$ cat src/rtl/dmem_arbiter_pkg.sv
// Shared types and constants for the data-memory arbiter.
// Holds arbitration state encoding, DMA request bundle and word func3.
package dmem_arbiter_pkg;

    typedef enum logic {
        CPU_PRI = 1'b0,
        DMA_PRI = 1'b1
    } arb_state_t;

    localparam logic [2:0] FUNC3_WORD = 3'b010;

    localparam int DMEM_AW = 9;
    localparam int DMEM_DW = 32;

    typedef struct packed {
        logic               we;
        logic [DMEM_AW-1:0] addr;
        logic [DMEM_DW-1:0] wdata;
    } dma_req_t;

    // Count value at which the DMA port has waited long enough.
    function automatic logic [3:0] starve_limit(input int starve_max);
        return 4'(starve_max - 1);
    endfunction

endpackage

$ cat src/rtl/dmem_starve_ctr.sv
// Saturating 4-bit starvation counter for the DMA requester.
// hit flags that the next denial reaches the starvation bound.
module dmem_starve_ctr
    import dmem_arbiter_pkg::*;
#(
    parameter int STARVE_MAX = 4
) (
    input  logic clk,
    input  logic reset,
    input  logic clear,
    input  logic inc,
    output logic hit
);

    logic [3:0] cnt;

    // Clear wins over increment; saturate rather than wrap.
    always_ff @(posedge clk or posedge reset) begin
        if (reset) begin
            cnt <= 4'd0;
        end else if (clear) begin
            cnt <= 4'd0;
        end else if (inc && cnt != 4'hF) begin
            cnt <= cnt + 4'd1;
        end
    end

    assign hit = (cnt == starve_limit(STARVE_MAX));

endmodule

$ cat src/rtl/dmem_arbiter.sv
// Data-memory arbiter: MEM stage (priority) vs DMA/debug port.
// Define DMEM_ARB_PERF_EN to add stall/DMA performance counters.
module dmem_arbiter
    import dmem_arbiter_pkg::*;
#(
    parameter int DM_ADDRESS = 9,
    parameter int DATA_W     = 32,
    parameter int STARVE_MAX = 4
) (
    input  logic                  clk,
    input  logic                  reset,
    input  logic                  cpu_rd,
    input  logic                  cpu_wr,
    input  logic [DM_ADDRESS-1:0] cpu_addr,
    input  logic [DATA_W-1:0]     cpu_wdata,
    input  logic [2:0]            cpu_func3,
    output logic [DATA_W-1:0]     cpu_rdata,
    output logic                  cpu_stall,
    input  logic                  dma_valid,
    output logic                  dma_ready,
    input  logic                  dma_we,
    input  logic [DM_ADDRESS-1:0] dma_addr,
    input  logic [DATA_W-1:0]     dma_wdata,
    output logic                  dma_rvalid,
    output logic [DATA_W-1:0]     dma_rdata,
    output logic                  mem_rd,
    output logic                  mem_wr,
    output logic [DM_ADDRESS-1:0] mem_addr,
    output logic [DATA_W-1:0]     mem_wdata,
    output logic [2:0]            mem_func3,
    input  logic [DATA_W-1:0]     mem_rdata
`ifdef DMEM_ARB_PERF_EN
    ,
    output logic [31:0]           perf_stall_cnt,
    output logic [31:0]           perf_dma_cnt
`endif
);

    arb_state_t state;
    arb_state_t state_nxt;
    dma_req_t   dma_req;
    logic       cpu_req;
    logic       cpu_gnt;
    logic       dma_gnt;
    logic       hs;
    logic       starve_hit;
    logic       starve_clr;
    logic       starve_inc;

    assign cpu_req = cpu_rd | cpu_wr;
    assign dma_req = '{we: dma_we, addr: dma_addr, wdata: dma_wdata};

    // Arbitration state register.
    always_ff @(posedge clk or posedge reset) begin
        if (reset) begin
            state <= CPU_PRI;
        end else begin
            state <= state_nxt;
        end
    end

    // Grant decision and next state; reset masks every grant.
    always_comb begin
        cpu_gnt   = 1'b0;
        dma_gnt   = 1'b0;
        state_nxt = state;
        unique case (state)
            CPU_PRI: begin
                if (cpu_req) begin
                    cpu_gnt = 1'b1;
                end else if (dma_valid) begin
                    dma_gnt = 1'b1;
                end
                if (dma_valid && !dma_gnt && starve_hit) begin
                    state_nxt = DMA_PRI;
                end
            end
            DMA_PRI: begin
                if (dma_valid) begin
                    dma_gnt = 1'b1;
                end else if (cpu_req) begin
                    cpu_gnt = 1'b1;
                end
                if (dma_gnt || !dma_valid) begin
                    state_nxt = CPU_PRI;
                end
            end
            default: state_nxt = CPU_PRI;
        endcase
        if (reset) begin
            cpu_gnt = 1'b0;
            dma_gnt = 1'b0;
        end
    end

    assign hs        = dma_valid & dma_gnt;
    assign dma_ready = dma_gnt;
    assign cpu_stall = cpu_req & dma_gnt;
    assign cpu_rdata = mem_rdata;

    assign starve_inc = dma_valid & ~dma_gnt;
    assign starve_clr = hs | ~dma_valid
                      | (state == CPU_PRI && state_nxt == DMA_PRI);

    dmem_starve_ctr #(
        .STARVE_MAX (STARVE_MAX)
    ) u_starve (
        .clk   (clk),
        .reset (reset),
        .clear (starve_clr),
        .inc   (starve_inc),
        .hit   (starve_hit)
    );

    // Memory-side mux; idle port drives all zeros.
    always_comb begin
        mem_rd    = 1'b0;
        mem_wr    = 1'b0;
        mem_addr  = '0;
        mem_wdata = '0;
        mem_func3 = 3'b000;
        if (dma_gnt) begin
            mem_rd    = ~dma_req.we;
            mem_wr    = dma_req.we;
            mem_addr  = dma_req.addr;
            mem_wdata = dma_req.wdata;
            mem_func3 = FUNC3_WORD;
        end else if (cpu_gnt) begin
            mem_rd    = cpu_rd & ~cpu_wr;
            mem_wr    = cpu_wr;
            mem_addr  = cpu_addr;
            mem_wdata = cpu_wdata;
            mem_func3 = cpu_func3;
        end
    end

    // Registered DMA read response, one cycle after the handshake.
    always_ff @(posedge clk or posedge reset) begin
        if (reset) begin
            dma_rvalid <= 1'b0;
            dma_rdata  <= '0;
        end else begin
            dma_rvalid <= hs & ~dma_req.we;
            if (hs && !dma_req.we) begin
                dma_rdata <= mem_rdata;
            end
        end
    end

`ifdef DMEM_ARB_PERF_EN
    // Event counters for stalled cycles and DMA handshakes.
    always_ff @(posedge clk or posedge reset) begin
        if (reset) begin
            perf_stall_cnt <= 32'd0;
            perf_dma_cnt   <= 32'd0;
        end else begin
            if (cpu_stall) begin
                perf_stall_cnt <= perf_stall_cnt + 32'd1;
            end
            if (hs) begin
                perf_dma_cnt <= perf_dma_cnt + 32'd1;
            end
        end
    end
`endif

endmodule

$ cat config.mk
export PLATFORM = sky130hd
export DESIGN_NAME = dmem_arbiter
export DESIGN_NICKNAME = d
export VERILOG_FILES = /design/src/rtl/dmem_arbiter_pkg.sv /design/src/rtl/dmem_starve_ctr.sv /design/src/rtl/dmem_arbiter.sv
export SDC_FILE = /design/constraint.sdc
export NUM_CORES = 1
export LEC_CHECK = 0
export BUFFER_PORTS_ARGS = -buffer_cell sky130_fd_sc_hd__buf_2
export CELL_PAD_IN_SITES_DETAIL_PLACEMENT = 0
export CELL_PAD_IN_SITES_GLOBAL_PLACEMENT = 1
export CORE_MARGIN = 3
export CORE_UTILIZATION = 24
export DETAILED_ROUTE_END_ITERATION = 10
export PLACE_DENSITY = 0.9
export SLEW_MARGIN = 20
export SYNTH_ARGS = -nofsm -noshare
export SYNTH_HDL_FRONTEND = slang
export SYNTH_SLANG_ARGS = --single-unit
$ cat constraint.sdc
create_clock -name clk -period 2.1 [get_ports clk]
set_input_delay 0.21 -clock clk [delete_from_list [all_inputs] [get_ports clk]]
set_output_delay 0.21 -clock clk [all_outputs]
set_load 0.02 [all_outputs]
==> impl_metrics.json, run 1 <==
{
  "irDropWorstVdd_v": 0.0003535,
  "rsz0062_at_grt": "no",
  "crit_chain": "nand2_1 > nor3b_4 > buf_4 > a22o_1 > buf_2",
  "yosys_warnings": 0,
  "dr.pass1.iters": 4,
  "clock_latency_ns": 0.28,
  "slowest_stage": "dfrtp_1",
  "met1_length_mm": 2.798,
  "io_pins": 236,
  "max_slew_margin": 0.5103,
  "worst-path-max-fanout": 43,
  "end_kind": "output port",
  "grt_pass1_vias": 2080,
  "cts_tree": "done",
  "grt_pass1_wl_mm": 10.68,
  "crit_family": "buffers and inverters",
  "power.leakage_uw": 0.001920,
  "detailedPlace.worstSlack_ns": 0.3854,
  "die_y_um": 102.1,
  "layout_common_cells": "235 x buf_2, 41 x a22o_1, 38 x dfrtp_1, 30 x mux2_2, 6 x clkbuf_8",
  "wl_mm": 7.843,
  "cts_root_buf": "clkbuf_8",
  "initial_utilization": 0.2507,
  "clock_path_buffers": 2,
  "wl_met3_um": 739,
  "drc": 0,
  "diodes": 0,
  "outcome": "completed",
  "hold-path-endpoint": "dma_rdata[12]$_DFFE_PP0P_",
  "area_delta_synth_final_pct": 52.23,
  "dp.final_hpwl_mm": 6.664,
  "io_buffers": 235,
  "die-area_um2": 10430,
  "crit_required_ns": 1.89,
  "clk_pin_slew_worst_paths_ns": 0.07,
  "synth_nets": 316,
  "vias": 2297,
  "fin_tns_setup_ns": 0,
  "top_layer_used": "met4",
  "power_uw": 2441,
  "fin_nets": 520,
  "grt.total_usage": 0.1337,
  "period_share": 0.9315,
  "rrSetupSlack_ns": 0.40,
  "maxCapViolCount": 0,
  "final_max_slew_viol_count": 0,
  "viasPerCell": 4.567,
  "cts_sinks": 38,
  "clock_skew_ns": 0.006141,
  "cp.depth": 5,
  "cts_buffers": 5,
  "start_kind": "flip-flop",
  "grt_max_degree": 44,
  "p_per_area_nw_per_um2": 722.8,
  "die_w_um": 102.1,
  "cp_num_buf_inv": 2,
  "wl_met2_mm": 4.131,
  "synth_area_um2": 2218,
  "fin_crit_ns": 1.956,
  "wl_per_cell_um": 15.59,
  "holdPathStages": 2,
  "reg2reg_depth": 4,
  "worst-setup-path-type": "flip-flop to output port",
  "htree_levels": 2,
  "synthCells": 192,
  "hold_viol_final": 0,
  "core_area_um2": 8848,
  "yosysSeqAreaShare": 0.4287,
  "antenna_found_initial": 0,
  "std_cell_rows": 34,
  "overflow": 0,
  "max_stage_delay_ns": 0.40,
  "worstMarginPinSlew_ns": 0.7243,
  "ys_types": 29,
  "setup_slack_ns": 0.1439,
  "fmax_mhz": 511.2,
  "arrival_ns": 1.75,
  "drive_above_1_share": 0.7063,
  "setup_violations": 0,
  "cts_resized": 0,
  "drtIter0Drc": 65,
  "ant_nets": 0,
  "fin_util": 0.3816,
  "post_cts_buffers": 0,
  "final_common_cell": "buf_2",
  "gp_congestion": 0.8201,
  "r2r-start": "state$_DFF_PP0_",
  "hold_class": "input port to flip-flop",
  "syn_area_per_cell_um2": 11.55,
  "timing.rr.end": "dma_rdata[8]$_DFFE_PP0P_",
  "synth_seq_cells": 38,
  "min_from": "mem_rdata[12]"
}
[flip-flops by register name, indices dropped and copies added (netlist names)]
name and flops:
dma_rdata 32, u_starve.cnt 4, dma_rvalid 1, state 1
[area by class of cell]
type	instances	area (um2)
timing repair buffer	240	1241
fill	882	5472
multi-input combinational	107	952.2
sequential	38	950.9
inverter	4	15.01
clock buffer	6	82.58
tap	108	135.1
[worst max path at each step]
stage / from / to / slack (ns)
5_1_grt: state$_DFF_PP0_ / mem_wdata[1] / 0.02
3_3_place_gp: cpu_rd / dma_rdata[8]$_DFFE_PP0P_ / 0.45
2_1_floorplan: state$_DFF_PP0_ / mem_wr / 0.45
4_1_cts: state$_DFF_PP0_ / mem_wdata[3] / 0.14
6_report: state$_DFF_PP0_ / mem_wdata[7] / 0.14
3_5_place_dp: cpu_rd / dma_rdata[8]$_DFFE_PP0P_ / 0.39
[cells by family after synthesis]
family / count (synthesis) / synth area share
AOI/OAI and AO/OA: 52 / 0.1946
xor gates and xnor gates: 1 / 0.003949
adders and majority gates: 1 / 0.005639
buffers and inverters: 47 / 0.1461
DFF: 38 / 0.4287
muxes: 33 / 0.1669
and+or+nand+nor: 20 / 0.05414
[power by group]
group	switching (uW)	total (uW)	internal [uW]
Sequential	78.3	971	892
Clock	225	478	253
Combinational	577	992	415
Total	880	2440	1560
[worst reg2reg max path: stages, from the launching register on]
cell and delay [ns]:
dfrtp_1 0.38, o21ba_2 0.21, nor3_4 0.37, buf_12 0.24, mux2_2 0.37
[per-layer routing]
| metal | GRT usage | vias up |
|---|---|---|
| li1 | - | 1092 |
| met1 | 0.1449 | 1062 |
| met2 | 0.2474 | 131 |
| met3 | 0.03549 | 12 |
| met4 | 0.05045 | 0 |
| met5 | 0 | - |
[through the flow]
stage                     instances  hold WS, ns  cell area, um2
after floorplan                 192       0.3447            2218
after global placement          496       0.1822            3284
after detailed placement        496       0.1888            3284
after CTS                       503       0.1508            3377
after global routing            503       0.1631            3377
final                           503       0.1599            3377
[what timing repair did]
action                     4_1_cts  5_1_grt
hold buffers                     1        0
hold endpoints to repair         4        0
setup endpoints to repair        0        0
[synth_stat cells]
| cell type | count | area share |
|---|---|---|
| ha_1 | 1 | 0.0056 |
| nor4b_1 | 1 | 0.0039 |
| inv_1 | 4 | 0.0068 |
| mux2_2 | 30 | 0.15 |
| buf_2 | 4 | 0.0090 |
| clkbuf_1 | 4 | 0.0068 |
| nor3_4 | 1 | 0.0073 |
| buf_4 | 32 | 0.11 |
| a2111oi_0 | 1 | 0.0039 |
| o21ba_2 | 1 | 0.0045 |
| a22o_1 | 41 | 0.16 |
| dfrtp_1 | 38 | 0.43 |
| o211ai_1 | 1 | 0.0034 |
| buf_6 | 3 | 0.015 |
| o21ai_0 | 2 | 0.0045 |
| o21bai_1 | 1 | 0.0034 |
| a21oi_1 | 3 | 0.0068 |
| a211oi_1 | 1 | 0.0034 |
| a31oi_1 | 1 | 0.0028 |
| nand2b_1 | 2 | 0.0056 |
| nand3_1 | 3 | 0.0068 |
| mux2_1 | 2 | 0.010 |
| mux2i_1 | 1 | 0.0045 |
| nor3b_2 | 1 | 0.0056 |
| xnor2_1 | 1 | 0.0039 |
| nor3_1 | 4 | 0.0090 |
| nand2_1 | 2 | 0.0034 |
| nor2_1 | 4 | 0.0068 |
| and2_1 | 2 | 0.0056 |
(Power assumes the default switching activity.)
==> inputs of run 2 (changes only) <==
--- a/config.mk
+++ b/config.mk
@@ -5,11 +5,12 @@
 export SDC_FILE = /design/constraint.sdc
 export NUM_CORES = 1
 export LEC_CHECK = 0
+export ABC_AREA = 1
 export BUFFER_PORTS_ARGS = -buffer_cell sky130_fd_sc_hd__buf_2
 export CELL_PAD_IN_SITES_DETAIL_PLACEMENT = 0
 export CELL_PAD_IN_SITES_GLOBAL_PLACEMENT = 1
 export CORE_MARGIN = 3
-export CORE_UTILIZATION = 24
+export CORE_UTILIZATION = 23
 export DETAILED_ROUTE_END_ITERATION = 10
 export PLACE_DENSITY = 0.9
 export SLEW_MARGIN = 20
==> run 2 against run 1 <==
Against the previous run:
- hold slack worse by 0.065 ns
- flip-flop and latch count unchanged
- register-to-register slack gained 0.33 ns
- global-route usage is 0.31 points higher
- via count rose by 24%
- utilization shrank 2.6 points
- first-iteration DRC count rose to 3.7 times the previous value
- final area is 5.3% higher
- fmax rose by 3.3%
- cell count increased by 38%
- power shrank 1.5%
- critical path depth rose by 2
- critical path type unchanged
- critical endpoint is now mem_addr[5]
- largest cell class unchanged
==> impl_metrics.json, run 2 <==
{
  "yosys_warnings": 0,
  "cts_tree": "done",
  "arrival_ns": 1.68,
  "largest_reg_flops": 32,
  "clk_pin_slew_worst_paths_ns": 0.07,
  "io_pins": 236,
  "setup_violations": 0,
  "globalRouteMet3Util": 0.04322,
  "start_kind": "flip-flop",
  "area_delta_synth_final_pct": 46.40,
  "die_w_um": 108.8,
  "die-area_um2": 11830,
  "outcome": "completed",
  "worst-setup-path-type": "flip-flop to output port",
  "synthCells": 358,
  "overflow": 0,
  "drive_above_1_share": 0.4713,
  "period_share": 0.9019,
  "drtIter0Drc": 240,
  "worst-path-max-fanout": 32,
  "final_max_slew_viol_count": 0,
  "layout_common_cells": "235 x buf_2, 224 x nand2_1, 38 x dfrtp_1, 12 x inv_1, 10 x nand2_2",
  "largest_register": "dma_rdata",
  "power_uw": 2405,
  "dp.final_hpwl_mm": 7.182,
  "fin_tns_setup_ns": 0,
  "synth-async-reset-ratio": 1.000,
  "wl_mm": 8.778,
  "dr.pass1.iters": 6,
  "cts_resized": 0,
  "drc": 0,
  "worstMarginPinSlew_ns": 0.4996,
  "final_common_cell": "buf_2",
  "synth_nets": 482,
  "antenna_found_initial": 3,
  "wl_per_cell_um": 12.68,
  "ys.flop_type": "dfrtp_1",
  "cts_buffers": 5,
  "yosys-top-cells-area": "dfrtp_1 39%, nand2_1 35%, buf_4 11%",
  "internal-power_uw": 1477,
  "synth.top_cell.area_share": 0.3913,
  "grt_pass1_vias": 2734,
  "fin_crit_ns": 1.894,
  "post_cts_buffers": 0,
  "synth_area_um2": 2430,
  "fmax_mhz": 528.0,
  "grt_busiest_layer": "met2",
  "viasPerCell": 4.123,
  "ys_top_cells_by_count": "224 x nand2_1, 38 x dfrtp_1, 36 x buf_4",
  "grt_pass1_wl_mm": 12.85,
  "io_buffers": 235,
  "clock_skew_ns": 0.005180,
  "crit_required_ns": 1.89,
  "power_frac_seq": 0.397,
  "vias": 2853,
  "cts_root_buf": "clkbuf_8",
  "yosysMostFrequentCell": "nand2_1",
  "grt_util_met2": 0.2604,
  "clock_latency_ns": 0.28,
  "fin_nets": 681,
  "cts_sinks": 38,
  "initial_utilization": 0.2430,
  "fillers": 1131,
  "pwr-share-clk": 0.214,
  "synth_edf_count": 0,
  "maxCapViolCount": 0,
  "die_y_um": 108.8,
  "syn_area_per_cell_um2": 6.787,
  "grt.total_usage": 0.1368,
  "ant_nets": 0,
  "p_comb_frac": 0.389,
  "clock_path_buffers": 2,
  "max_slew_margin": 0.6669,
  "power.switching_fraction": 0.3861,
  "synth_seq_cells": 38,
  "grt_max_degree": 45,
  "ys_types": 22,
  "rsz0062_at_grt": "no",
  "htree_levels": 2,
  "cts_hold_buf": 0,
  "p_sw_uw": 928.5,
  "grt_util_met1": 0.1450,
  "yosys.area.top_type": "dfrtp_1",
  "hold_class": "input port to asynchronous set/reset pin",
  "irDropWorstVdd_v": 0.0003712,
  "core_area_um2": 10000,
  "top_regs": "dma_rdata: 32 flops, u_starve.cnt: 4 flops",
  "p_per_area_nw_per_um2": 676.1,
  "hold_viol_final": 0,
  "gp_congestion": 0.7846,
  "yosysSeqAreaShare": 0.3913,
  "power.leakage_uw": 0.002359,
  "end_kind": "output port",
  "std_cell_rows": 36
}
run 2: area by class of cell:
cell class                      count  area, um2  share of cell area
Timing Repair Buffer              238       1211              0.3405
Multi-Input combinational cell    259       1072              0.3014
Sequential cell                    38      950.9              0.2673
Tap cell                          133      166.4             0.04678
Clock buffer                        7      86.33             0.02427
Inverter                           15      62.56             0.01759
Clock inverter                      1      5.005            0.001407
Antenna cell                        1      2.502           0.0007035
run 2: routing by layer:
| metal | wire, um | part of all wire |
|---|---|---|
| met1 | 3292 | 0.38 |
| met2 | 4396 | 0.50 |
| met3 | 975 | 0.11 |
| met4 | 90 | 0.010 |
| met5 | 23 | 0.0026 |
run 2: kinds of logic (layout without fill, tap and decap cells):
logic type,count (synthesis),count (layout),share of synthesized area
compound gates,5,5,0.01133
xor+xnor,1,1,0.003605
fa+ha+maj,1,1,0.005149
buf+inv,61,261,0.1674
flops,38,38,0.3913
other cells,0,1,0
simple gates,252,252,0.4212
run 2: critical path, stage by stage (launching register included):
cell	delay, ns
dfrtp_1	0.39
nand2_1	0.06
nand2_1	0.09
nor2_4	0.27
buf_12	0.22
nand2_1	0.07
nand2_1	0.10
buf_2	0.17
run 2: metrics by stage:
| step | hold slack [ns] | cell area [um2] | std cells | util | worst slack [ns] |
|---|---|---|---|---|---|
| global route | 0.1221 | 3557 | 692 | 0.3557 | 0.06980 |
| CTS | 0.1122 | 3555 | 691 | 0.3555 | 0.1949 |
| global placement | 0.4152 | 3463 | 683 | 0.3463 | 0.5149 |
| finish | 0.09457 | 3557 | 692 | 0.3557 | 0.2061 |
| floorplan | 0.1804 | 2434 | 358 | - | 0.3541 |
| detailed placement | 0.4179 | 3463 | 683 | 0.3463 | 0.4568 |
run 2: power by group through the flow:
stage | logic [uW] | registers, uW | clock network (uW)
global placement | 938 | 962 | 0
floorplan | 399 | 1130 | 0
detailed placement | 952 | 963 | 0
finish | 936 | 954 | 515
global route | 1020 | 974 | 565
CTS | 953 | 955 | 542
run 2: path summary, 6_finish.rpt:
| kind | start | depth (start not counted) | to | slack [ns] |
|---|---|---|---|---|
| setup / recovery | state$_DFF_PP0_ | 7 | mem_addr[5] | 0.21 |
| hold / removal | reset | 3 | state$_DFF_PP0_ | 0.09 |
| setup reg to reg | state$_DFF_PP0_ | 6 | dma_rdata[12]$_DFFE_PP0P_ | 0.73 |
| hold reg to reg | dma_rdata[22]$_DFFE_PP0P_ | 2 | dma_rdata[22]$_DFFE_PP0P_ | 0.48 |
| max in group asynchronous | reset | 3 | dma_rdata[12]$_DFFE_PP0P_ | 1.66 |
| min in group clk | mem_rdata[28] | 3 | dma_rdata[28]$_DFFE_PP0P_ | 0.13 |
